<file path="src/rtl/slot_scheduler.sv">
// Per-slot TX/RX sequencer: decides each 625 us slot whether the radio transmits,
// listens or idles, and times out the RX search window when no sync is seen.
module slot_scheduler #(
  parameter logic [9:0] RX_WIN_US  = 10'd90,
  parameter logic [9:0] TX_LEAD_US = 10'd620
) (
  input  logic        clk_6M,
  input  logic        rst,
  input  logic        p_1us,
  input  logic        tslot_p,
  input  logic [9:0]  offcounter_1us,
  input  logic [27:0] BTCLK,
  input  logic        corre_sync_p,
  input  logic        rx_pktend_p,
  input  logic        conn_en,
  input  logic        is_master,
  input  logic        tx_req,
  input  logic [2:0]  tx_slots,
  output logic        tx_en,
  output logic        rx_en,
  output logic        tx_prep_p,
  output logic        tx_start_p,
  output logic        rx_timeout_p,
  output logic [2:0]  sched_state
);

  typedef enum logic [2:0] {
    IDLE    = 3'd0,
    WAIT    = 3'd1,
    TX      = 3'd2,
    RX_SRCH = 3'd3,
    RX_PKT  = 3'd4,
    HOLD    = 3'd5
  } state_t;

  state_t     state_reg, state_next;
  logic [2:0] slot_left_reg, slot_left_next;
  logic [2:0] tx_len_reg, tx_len_next;
  logic [2:0] tx_len;
  logic       tx_start_reg;
  logic       own_slot;
  logic       win_end;
  logic       lead_hit;
  logic       unused_btclk;

  // Only the slot-parity bit of the native clock matters here.
  assign unused_btclk = ^{BTCLK[27:2], BTCLK[0], tx_len_reg};

  // Upcoming slot is even when BTCLK[1] is set; master owns even, slave owns odd.
  assign own_slot = is_master ? BTCLK[1] : ~BTCLK[1];
  assign win_end  = p_1us && (offcounter_1us == RX_WIN_US);
  assign lead_hit = p_1us && (offcounter_1us == TX_LEAD_US);

  always_comb begin
    case (tx_slots)
      3'd3:    tx_len = 3'd3;
      3'd5:    tx_len = 3'd5;
      default: tx_len = 3'd1;
    endcase
  end

  always_comb begin
    state_next     = state_reg;
    slot_left_next = slot_left_reg;
    tx_len_next    = tx_len_reg;
    tx_prep_p      = 1'b0;
    rx_timeout_p   = 1'b0;
    if (!conn_en) begin
      state_next = IDLE;
    end else begin
      case (state_reg)
        IDLE: state_next = WAIT;
        WAIT, HOLD: begin
          if (state_reg == WAIT && lead_hit && own_slot && tx_req)
            tx_prep_p = 1'b1;
          if (tslot_p) begin
            if (own_slot && tx_req) begin
              state_next     = TX;
              tx_len_next    = tx_len;
              slot_left_next = tx_len - 3'd1;
            end else if (own_slot && is_master) begin
              state_next = WAIT;
            end else begin
              state_next = RX_SRCH;
            end
          end
        end
        TX: begin
          if (tslot_p) begin
            if (slot_left_reg != 3'd0)
              slot_left_next = slot_left_reg - 3'd1;
            else
              state_next = RX_SRCH;
          end
        end
        RX_SRCH: begin
          // A sync hit in the expiry cycle takes precedence over the timeout.
          if (corre_sync_p) begin
            state_next = RX_PKT;
          end else if (win_end) begin
            rx_timeout_p = 1'b1;
            state_next   = WAIT;
          end
        end
        RX_PKT: begin
          if (rx_pktend_p)
            state_next = HOLD;
        end
        default: state_next = IDLE;
      endcase
    end
  end

  always_ff @(posedge clk_6M) begin
    if (rst) begin
      state_reg     <= IDLE;
      slot_left_reg <= 3'd0;
      tx_len_reg    <= 3'd0;
      tx_start_reg  <= 1'b0;
    end else begin
      state_reg     <= state_next;
      slot_left_reg <= slot_left_next;
      tx_len_reg    <= tx_len_next;
      tx_start_reg  <= (state_next == TX) && (state_reg != TX);
    end
  end

  assign tx_en       = (state_reg == TX);
  assign rx_en       = (state_reg == RX_SRCH) || (state_reg == RX_PKT);
  assign tx_start_p  = tx_start_reg;
  assign sched_state = state_reg;

endmodule

</file>
<file path="config.mk">
export PLATFORM = sky130hd
export DESIGN_NAME = slot_scheduler
export DESIGN_NICKNAME = d
export VERILOG_FILES = /design/src/rtl/slot_scheduler.sv
export SDC_FILE = /design/constraint.sdc
export NUM_CORES = 1
export LEC_CHECK = 0
export BUFFER_PORTS_ARGS = -buffer_cell sky130_fd_sc_hd__buf_4
export CAP_MARGIN = 10
export CORE_MARGIN = 3
export CORE_UTILIZATION = 35
export CTS_CLUSTER_SIZE = 30
export DETAILED_ROUTE_END_ITERATION = 6
export GPL_ROUTABILITY_DRIVEN = 0
export PLACE_DENSITY = 0.84
export SLEW_MARGIN = 5
export SYNTH_ARGS = -nofsm -noshare
export SYNTH_HDL_FRONTEND = slang
export SYNTH_SLANG_ARGS = --single-unit
</file>
<file path="constraint.sdc">
create_clock -name clk_6M -period 1.6 [get_ports clk_6M]
set_input_delay 0.16 -clock clk_6M [delete_from_list [all_inputs] [get_ports clk_6M]]
set_output_delay 0.16 -clock clk_6M [all_outputs]
set_load 0.05 [all_outputs]
</file>
# Word-level counts from Yosys, hierarchy flattened
# Cells that the tools add are included.
# totals
inputBits,50
regBits,7
# classes
mux,24
bitwise,1
reduce_logical,14
add_sub_neg,2
eq_ne,15
# ops
operator,n
$mux W3,11
$pmux W3 S5,1
$eq A3 B2 Y1 const B,4
$pmux W3 S2,2
$eq A10 B10 Y1 const B,1
$eq A10 B7 Y1 const B,1
$eq A3 B3 Y1 const B,3
$logic_and A1 B1 Y1,8
$mux W1,8
$ne A2 B2 Y1 const B,3
$reduce_and A6 Y1,1
$sub A3 B1 Y3 const B,2
$mux W2,2
$eq A3 B1 Y1 const B,1
$logic_not A3 Y1,1
$ne A3 B2 Y1 const B,1
$reduce_bool A3 Y1,1
$ne A2 B1 Y1 const B,1
$reduce_bool A2 Y1,1
$reduce_or A2 Y1,1
$logic_or A1 B1 Y1,1
$not A1 Y1,1

# Depth between registers and ports, before layout
# Gate-level depths: netlist (run 1).
# logic_depth
word_depth,10
mapped_depth,7

# Least setup slack after synthesis (run 1)
# Ideal clock, no wire load.
# synth_path
kind,reg-to-output
from,"register state_reg[0], in the netlist sched_state[0]"
to,output tx_prep_p
stages_incl_launch_ff,4
slack_ns,-0.980
n_path_buf,1
arrival_ns,2.420
cell_sequence,dfxtp_1 buf_6 nand4_1 nor4_1
# synth_via
elab_chain_cells,7
# synth_rtl
item,line_no,source
"start, declared",36,"state_t state_reg, state_next;"
"start signal, assigned",121,state_reg <= state_next;
$eq A3 B1 Y1,"71, 74",
$logic_and A1 B1 Y1 (3 in a row),74,if (state_reg == WAIT && lead_hit && own_slot && tx_req)
$mux W1,74,
$mux W1 (*),71,case (state_reg)
$mux W1 (*),68,if (!conn_en) begin
"end, declared",21,"output logic tx_prep_p,"
# Mark *: on every way between the ends. The rest lies on a longest branch, timed or not.

# Worst setup path after layout (run 1)
# layout_path
from,"register state_reg[2], in the netlist sched_state[2]"
to,output rx_timeout_p
# layout_via
elab_chain_cells,3
# layout_rtl
item,line_no,source
$eq A3 B2 Y1,71,
$mux W1,71,
$mux W1,68,
"end, declared",23,"output logic rx_timeout_p,"
# Every way passes these cells.

==> flow_summary_export.csv, run 1 <==
group,metric,value,unit
floorplanning,initial_core_util,0.381,
logic_synthesis,yosysUniqueCellTypes,35,
logic_synthesis,synth_ff_type,"dfxtp_1",
floorplanning,coreArea,1560,µm²
flow_run,maxCapViolations,0,
global_routing,grt_max_degree,11,
global_routing,global_route.usage.met1,0.210,
status,outcome,"finished clean",
worst_setup_path,worstPathRequired,1.44,ns
worst_setup_path,crit_type,"reg -> out",
global_routing,grt_pass1_vias,676,
layout,drive_gt1_frac,0.486,
floorplanning,die_w,47.2,µm
floorplanning,ios,58,
timing,period_share,0.982,
worst_setup_path,cp_cell_sequence,"nand3b_1 -> nor2_2 -> nand3_1 -> nor2_4 -> buf_6",
logic_synthesis,yosysTopAreaCell,"dfxtp_1",
hold_path,holdCritPathClass,"in -> reg",
logic_synthesis,synthTopCellsByArea,"dfxtp_1 24%, nand2_1 5.1%, nor2_1 4.4%",
logic_synthesis,ys_warn_count,0,
timing,layout_min_cycle_time,1.57,ns
place,dp_hpwl,1370,µm
logic_synthesis,avgSynthCellArea,8.03,µm²
routing,drtIter0Drc,14,
layout,utilization,0.592,
timing,tightest_slew,0.425,ns
logic_synthesis,synth_edf_count,0,
cts,numCtsBuffers,3,
routing,dr.pass1.iters,4,
worst_setup_path,start_kind,"register",
routing,wl,1760,µm
power,vdd_drop_max,0.000642,V
power,cellPowerDensity,493,nW/µm²
global_routing,top_usage_layer,"met2",
timing,hold_viol,0,
worst_setup_path,cp_data_arrival_time,1.41,ns
logic_synthesis,synth_top_area_frac,0.236,
worst_setup_path,critical_path_buf_inv_count,1,
worst_setup_path,slowest_delay,0.38,ns
place,dp.cells,120,
global_routing,grt.overflow.total,0,
cts,clock_latency,0.25,ns
global_routing,track_usage,0.180,
logic_synthesis,syn_inst,74,
worst_setup_path,critPathSlowestCell,"dfxtp_4",
floorplanning,die_height,47.2,µm
global_routing,grt_use_met3,0.0690,
timing,skew,0.000748,ns
timing,rsz0062_at_grt,"true",
timing,max_clock_freq,0.636,GHz
global_routing,antenna_found_initial,0,
floorplanning,rows,14,
timing,maxSlewHeadroom,0.713,
logic_synthesis,async_flop_share,0,
layout,areaGrowthSynthToFinish,55.4,%
cts,cts_tree,"built",
timing,finalMaxSlewViolations,0,
routing,wire_per_inst,13.8,µm
global_routing,grt_pass1_wl,2890,µm
logic_synthesis,synth-seq-cells,7,
cts,ctsLongestPathBuffers,2,
cts,ctsRootBufferMaster,"clkbuf_4",
worst_setup_path,crit_fanout,10,
layout,stdcell_count,127,
timing,tns,0,ns
power,leakagePower,0.380,nW
logic_synthesis,postSynthNetCount,126,
place,portBuffers,30,
cts,cts_hold_buf,0,
global_routing,grtUsageMet2,0.322,
cts,clock_sinks,7,
routing,antenna_left,0,
layout,diodes,0,
cts,cts-htree-levels,1,
worst_setup_path,critPathCaptureType,"output pin",
logic_synthesis,synth-seq-area-share,0.236,
routing,post-route-drc-count,0,
timing,setup_viol,0,
worst_setup_path,path_delay_family,"simple AND/OR/NAND/NOR gates",
logic_synthesis,syn_area,594,µm²
layout,final_nets,164,
routing,vias_per_cell,5.69,
routing,vias,723,
cts,clk_pin_slew_worst_paths,0.05,ns
timing,holdWs,0.0807,ns
floorplanning,dieArea,2230,µm²
metal layers:
layer | vias up | routed length (µm)
met5 | - | 0
met4 | 0 | 0
met3 | 0 | 96
met2 | 26 | 944
met1 | 336 | 716
li1 | 361 | -
power breakdown:
group | switching, W | leakage [nW] | internal (W)
Combinational | 0.0000529 | 0.306 | 0.0000636
Sequential | 0.00000672 | 0.0589 | 0.000174
Clock | 0.0000630 | 0.0150 | 0.0000950
timing repair:
| item | CTS | global route |
|---|---|---|
| resized for setup | 3 | 3 |
| pin swaps | 1 | 2 |
| setup buffers | 1 | 2 |
| endpoints found under the setup margin | 1 | 4 |
cells in the mapped netlist (2+ instances only):
cell type and instances:
nand2_1 8, nor2_1 7, inv_1 5, dfxtp_1 7
nor4_1 2, a211oi_1 3, ha_1 2, nand2b_1 2
nand4_1 3, o21ai_0 2, nand3_1 5, nor3_1 2
a21oi_1 4
kinds of logic (layout without fill, tap and decap cells):
group                    count (synthesis)  count (layout)  synth area share
flip-flops                               7               7             0.236
adder cells (fa/ha/maj)                  2               2            0.0421
AO/OA/AOI/OAI                           19              19             0.248
buffers and inverters                    7              44            0.0737
AND/OR/NAND/NOR                         39              39             0.400
stage by stage:
stage                     total power [W]  setup slack (ns)  cell area, µm²
after floorplan                  0.000236            -0.357             617
after global placement           0.000295           0.00461             852
after detailed placement         0.000298          -0.00137             852
after CTS                        0.000460           0.00574             895
after global routing             0.000492           -0.0611             923
final                            0.000456            0.0281             923
worst register-to-register path, stage by stage, from the launching register on:
cell and delay [ns]:
dfxtp_4 0.37, nor3b_4 0.17, buf_4 0.15, or3_4 0.36
o31a_1 0.25, o221ai_2 0.16
final timing paths:
check,from,cells past startpoint,slack [ns],to
worst max register to register,sched_state[1]$_SDFF_PP0_,5,0.05,slot_left_reg[2]$_SDFFE_PP0P_
worst min register to register,slot_left_reg[0]$_SDFFE_PP0P_,2,0.49,slot_left_reg[0]$_SDFFE_PP0P_
worst min-delay path,rst,2,0.08,slot_left_reg[0]$_SDFFE_PP0P_
worst max-delay path,sched_state[2]$_SDFF_PP0_,5,0.03,rx_timeout_p
final cells by class:
type                    instances  area [µm²]
well taps                      16        20.0
clock buffers                   4        26.3
fillers                       154         636
inverters                       5        18.8
multi-input cells              60         440
repair buffers                 35         267
flip-flops and latches          7         151
cells in the final DEF (no fill, tap or decap), drive strengths merged:
master   synthesis  final
buf              1     35
nand2            8      8
nor2             7      7
dfxtp            7      7
nand3            5      5
inv              5      5
a21oi            4      4
clkbuf           1      4
nand4            3      3
a211oi           3      3
o21ai            3      3
nor3             2      2
nand2b           2      2
nor4b            2      2
nor4             2      2
ha               2      2
nor3b            1      1
nand3b           1      1
nor2b            1      1
nor4bb           1      1
nand4bb          1      1
and4bb           1      1
o21a             1      1
a311oi           1      1
a31oi            1      1
or3              1      1
o31a             1      1
o211ai           1      1
o221ai           1      1
a41o             1      1
and3             1      1
o221a            1      1
o311a            1      1
Power figures use the tool's default switching activity.
==> run 2: changes to the inputs <==
--- a/config.mk
+++ b/config.mk
@@ -8,11 +8,12 @@
 export BUFFER_PORTS_ARGS = -buffer_cell sky130_fd_sc_hd__buf_4
 export CAP_MARGIN = 10
 export CORE_MARGIN = 3
-export CORE_UTILIZATION = 35
+export CORE_UTILIZATION = 29
 export CTS_CLUSTER_SIZE = 30
 export DETAILED_ROUTE_END_ITERATION = 6
 export GPL_ROUTABILITY_DRIVEN = 0
-export PLACE_DENSITY = 0.84
+export PLACE_DENSITY = 0.73
+export REMOVE_ABC_BUFFERS = 1
 export SLEW_MARGIN = 5
 export SYNTH_ARGS = -nofsm -noshare
 export SYNTH_HDL_FRONTEND = slang
==> flow_summary_export.csv, run 2 (synthesis gave the netlist of run 1 again) <==
group,metric,value,unit
routing,wire_per_inst,12.2,µm
timing,maxSlewHeadroom,0.665,
routing,wl,1700,µm
floorplanning,rows,15,
layout,layout_common_cells,"36 x buf_4, 8 x nand2_1, 6 x nor2_1",
timing,finalMaxSlewViolations,0,
hold_path,min_path_cells,2,
worst_setup_path,path_delay_family,"simple AND/OR/NAND/NOR gates",
global_routing,grt_pass1_wl,2770,µm
cts,clock_latency,0.24,ns
timing,max_clock_freq,0.659,GHz
floorplanning,die_w,51.3,µm
cts,clk_pin_slew_worst_paths,0.05,ns
power,power_frac_comb,0.262,
worst_setup_path,critPathCaptureType,"output pin",
hold_path,holdPathEnd,"slot_left_reg[0]$_SDFFE_PP0P_",
layout,drive_gt1_frac,0.474,
routing,vias_per_cell,5.22,
layout,design_area,938,µm²
routing,vias,725,
worst_setup_path,r2r_setup_slack,0.10,ns
global_routing,grt.overflow.total,0,
routing,post-route-drc-count,0,
worst_setup_path,start_kind,"register",
timing,setup_viol,0,
status,outcome,"finished clean",
cts,cts_tree,"built",
place,dp_hpwl,1380,µm
floorplanning,initial_core_util,0.326,
power,p_sw_frac,0.260,
floorplanning,ios,58,
cts,clock_sinks,7,
place,pre_cts_ws,-0.0693,ns
worst_setup_path,path_common_cell,"buf_6",
power,intPower,0.000338,W
worst_setup_path,critical_path_buf_inv_count,2,
floorplanning,coreArea,1820,µm²
power,switchingPower,0.000118,W
cts,ctsRootBufferMaster,"clkbuf_4",
worst_setup_path,worst_r2r_path_depth,5,
timing,rsz0062_at_grt,"true",
flow_run,maxCapViolations,0,
worst_setup_path,worstPathRequired,1.44,ns
layout,areaGrowthSynthToFinish,57.9,%
routing,dr.pass1.iters,4,
worst_setup_path,crit_fanout,7,
global_routing,track_usage,0.135,
worst_setup_path,cp_cell_sequence,"buf_6 -> nand3b_1 -> nor2_2 -> nand3_1 -> nor2_1 -> buf_6",
layout,fillers,188,
place,place_area,863,µm²
global_routing,grt_max_degree,9,
hold_path,hp-start,"rst",
cts,cts-htree-levels,1,
power,p_clk_frac,0.337,
layout,final_nets,167,
timing,hold_viol,0,
global_routing,grt_pass1_vias,694,
layout,final_common_cell,"buf_4",
hold_path,holdCritPathClass,"in -> reg",
worst_setup_path,cp_data_arrival_time,1.36,ns
layout,diodes,0,
place,portBuffers,30,
worst_setup_path,crit_type,"reg -> out",
worst_setup_path,slowest_delay,0.34,ns
cts,ctsLongestPathBuffers,2,
timing,fin_ws,0.0815,ns
power,cellPowerDensity,486,nW/µm²
routing,drtIter0Drc,16,
routing,antenna_left,0,
cts,numCtsBuffers,3,
floorplanning,dieArea,2630,µm²
worst_setup_path,critPathSlowestCell,"dfxtp_2",
power,vdd_drop_max,0.000483,V
power,sequentialPowerShare,0.402,
timing,skew,0.000630,ns
floorplanning,die_height,51.3,µm
timing,layout_min_cycle_time,1.52,ns
global_routing,antenna_found_initial,0,
timing,tightest_slew,0.495,ns
power,leakagePower,0.396,nW
timing,period_share,0.949,
worst_setup_path,regToRegStartpoint,"sched_state[0]$_SDFF_PP0_",
worst_setup_path,r2r_end,"slot_left_reg[2]$_SDFFE_PP0P_",
-- run 2: worst max path at each step --
stage                                          from               endpoint  slack [ns]  depth (start not counted)
after floorplan           sched_state[0]$_SDFF_PP0_              tx_prep_p       -1.02                          2
after global placement                     BTCLK[1]  tx_start_p$_SDFF_PP0_       -0.03                          6
after detailed placement                   BTCLK[1]  tx_start_p$_SDFF_PP0_       -0.07                          6
after CTS                 sched_state[1]$_SDFF_PP0_           rx_timeout_p       0.001                          6
after global routing      sched_state[1]$_SDFF_PP0_           rx_timeout_p       -0.03                          6
final                     sched_state[1]$_SDFF_PP0_           rx_timeout_p        0.08                          6
-- run 2: cell type report --
type                            instances  area (µm²)  share of cell area
Clock buffer                            4        26.3              0.0280
Inverter                                5        18.8              0.0200
Multi-Input combinational cell         60         425               0.453
Sequential cell                         7         144               0.153
Tap cell                               25        31.3              0.0333
Timing Repair Buffer                   38         293               0.312
-- run 2: routing by layer --
layer | GRT usage | routed length [µm] | vias to the layer above
met4 | 0 | 0 | 0
met2 | 0.242 | 839 | 17
met3 | 0.0525 | 68 | 0
met1 | 0.160 | 792 | 337
li1 | - | - | 371
met5 | 0 | 0 | -
-- run 2: per-stage QoR --
stage               power (W)  TNS [ns]  hold slack, ns  instances   util
floorplan            0.000234     -4.19           0.229         72      -
global placement     0.000299   -0.0254           0.338        132  0.474
detailed placement   0.000301   -0.0773           0.344        132  0.474
CTS                  0.000462         0          0.0803        137  0.496
global route         0.000489   -0.0302          0.0817        139  0.515
finish               0.000456         0          0.0910        139  0.515
-- run 2: power by group through the flow --
| stage | clock network (W) | logic [W] | registers (W) |
|---|---|---|---|
| after CTS | 0.000163 | 0.000116 | 0.000183 |
| after detailed placement | 0 | 0.000115 | 0.000186 |
| after floorplan | 0 | 0.0000398 | 0.000195 |
| final | 0.000153 | 0.000119 | 0.000183 |
| after global routing | 0.000173 | 0.000132 | 0.000183 |
| after global placement | 0 | 0.000112 | 0.000186 |
-- run 2: timing repair --
action	in CTS	in global routing
hold buffers	0	0
buffers inserted	1	2
pin swaps	2	3
resized for setup	3	5
setup endpoints to repair	4	4
==> run 3: changes to the inputs <==
==> constraint.sdc (replaced) <==
create_clock -name clk_6M -period 1.8 [get_ports clk_6M]
set_input_delay 0.18 -clock clk_6M [delete_from_list [all_inputs] [get_ports clk_6M]]
set_output_delay 0.18 -clock clk_6M [all_outputs]
set_load 0.05 [all_outputs]
==> flow_summary_export.csv, run 3 (synthesis gave the netlist of run 1 again) <==
group,metric,value,unit
routing,wl,1820,µm
cts,ctsLongestPathBuffers,2,
cts,cts_hold_buf,0,
hold_path,holdCritPathClass,"in -> reg",
timing,hold_viol,0,
cts,clk_pin_slew_worst_paths,0.05,ns
layout,utilization,0.483,
global_routing,grt_pass1_wl,2970,µm
worst_setup_path,crit_type,"reg -> out",
cts,ctsRootBufferMaster,"clkbuf_4",
worst_setup_path,cp_cell_sequence,"nand3b_1 -> nor2_2 -> nand3_1 -> nor2_1 -> buf_4",
timing,skew,0.00199,ns
timing,tightest_slew,0.395,ns
floorplanning,die_height,51.3,µm
routing,post-route-drc-count,0,
layout,fillers,198,
routing,routed-wl-met2,927,µm
routing,top_layer,"met4",
place,dp_hpwl,1490,µm
worst_setup_path,crit_fanout,10,
timing,maxSlewHeadroom,0.733,
floorplanning,dieArea,2630,µm²
routing,drtIter0Drc,8,
layout,multi_input_area,413,µm²
timing,layout_min_cycle_time,1.64,ns
floorplanning,initial_core_util,0.326,
timing,holdWs,0.107,ns
routing,antenna_left,0,
cts,clock_latency,0.25,ns
floorplanning,die_w,51.3,µm
layout,diodes,0,
cts,cts_tree,"built",
worst_setup_path,start_kind,"register",
place,portBuffers,30,
routing,wl_met3,132,µm
worst_setup_path,critPathSlowestCell,"dfxtp_2",
routing,vias_per_cell,5.28,
routing,dr.pass1.iters,4,
worst_setup_path,slowest_delay,0.38,ns
flow_run,maxCapViolations,0,
global_routing,grt_pass1_vias,689,
global_routing,track_usage,0.149,
global_routing,antenna_found_initial,0,
power,leakagePower,0.368,nW
floorplanning,ios,58,
layout,areaGrowthSynthToFinish,48.0,%
place,place_area,833,µm²
layout,seq_area,143,µm²
layout,final_common_cell,"buf_4",
layout,layout_common_cells,"33 x buf_4, 8 x nand2_1, 6 x nor2_1",
layout,design_area,880,µm²
layout,stdcell_count,134,
layout,drive_gt1_frac,0.422,
power,power,0.000404,W
routing,vias,707,
timing,max_clock_freq,0.611,GHz
layout,final_nets,162,
cts,numCtsBuffers,3,
timing,setup_viol,0,
place,dp.cells,128,
routing,wire_per_inst,13.6,µm
timing,period_share,0.910,
global_routing,grt.overflow.total,0,
routing,met1_length,741,µm
worst_setup_path,cp_data_arrival_time,1.46,ns
global_routing,grt_max_degree,11,
status,outcome,"finished clean",
cts,clock_sinks,7,
timing,rsz0062_at_grt,"false",
cts,cts-htree-levels,1,
power,vdd_drop_max,0.000307,V
timing,finalMaxSlewViolations,0,
floorplanning,rows,15,
power,cellPowerDensity,460,nW/µm²
worst_setup_path,worstPathRequired,1.62,ns
floorplanning,coreArea,1820,µm²
worst_setup_path,critPathCaptureType,"output pin",
-- run 3: metal layers --
| layer | global-route usage | up-vias |
|---|---|---|
| li1 | - | 356 |
| met1 | 0.173 | 324 |
| met2 | 0.253 | 25 |
| met3 | 0.0554 | 2 |
| met4 | 0.0437 | 0 |
| met5 | 0 | - |
-- run 3: path summary, 6_finish.rpt --
kind                                               startpoint                            end  slack [ns]  depth (start not counted)
worst max-delay path                sched_state[2]$_SDFF_PP0_                   rx_timeout_p        0.16                          5
worst min-delay path                                      rst  slot_left_reg[1]$_SDFFE_PP0P_        0.11                          2
worst max register to register      sched_state[2]$_SDFF_PP0_  slot_left_reg[2]$_SDFFE_PP0P_        0.21                          5
worst min register to register  slot_left_reg[0]$_SDFFE_PP0P_  slot_left_reg[0]$_SDFFE_PP0P_        0.50                          2
-- run 3: per-stage QoR --
| stage | setup slack (ns) | setup TNS (ns) |
|---|---|---|
| 2_1_floorplan | -0.838 | -2.69 |
| 3_3_place_gp | 0.168 | 0 |
| 3_5_place_dp | 0.114 | 0 |
| 4_1_cts | 0.0323 | 0 |
| 5_1_grt | 0.0691 | 0 |
| 6_report | 0.162 | 0 |
-- run 3: what timing repair did --
action                     in CTS  in global routing
setup endpoints to repair       1                  2
resized for setup               1                  2
buffers inserted                0                  2
pin swaps                       0                  1
cloned                          0                  0
-- run 3: cell type report --
class                   count  share of cell area
multi-input cells          60               0.469
flip-flops and latches      7               0.162
clock buffers               4              0.0299
well taps                  25              0.0356
inverters                   5              0.0213
repair buffers             33               0.282
-- run 3: worst max-delay path: cells and delay by family, from the launching register on --
family	cells	cell delay, ns
AND/OR/NAND/NOR	4	0.61
flip-flops	1	0.38
buffers and inverters	1	0.20
-- run 3: power breakdown --
| group | total, W | switching (W) | leakage [nW] | internal, W |
|---|---|---|---|---|
| logic | 0.000102 | 0.0000485 | 0.295 | 0.0000533 |
| registers | 0.000164 | 0.00000514 | 0.0575 | 0.000158 |
| clock network | 0.000139 | 0.0000544 | 0.0150 | 0.0000844 |
| total | 0.000404 | 0.000108 | 0.368 | 0.000296 |
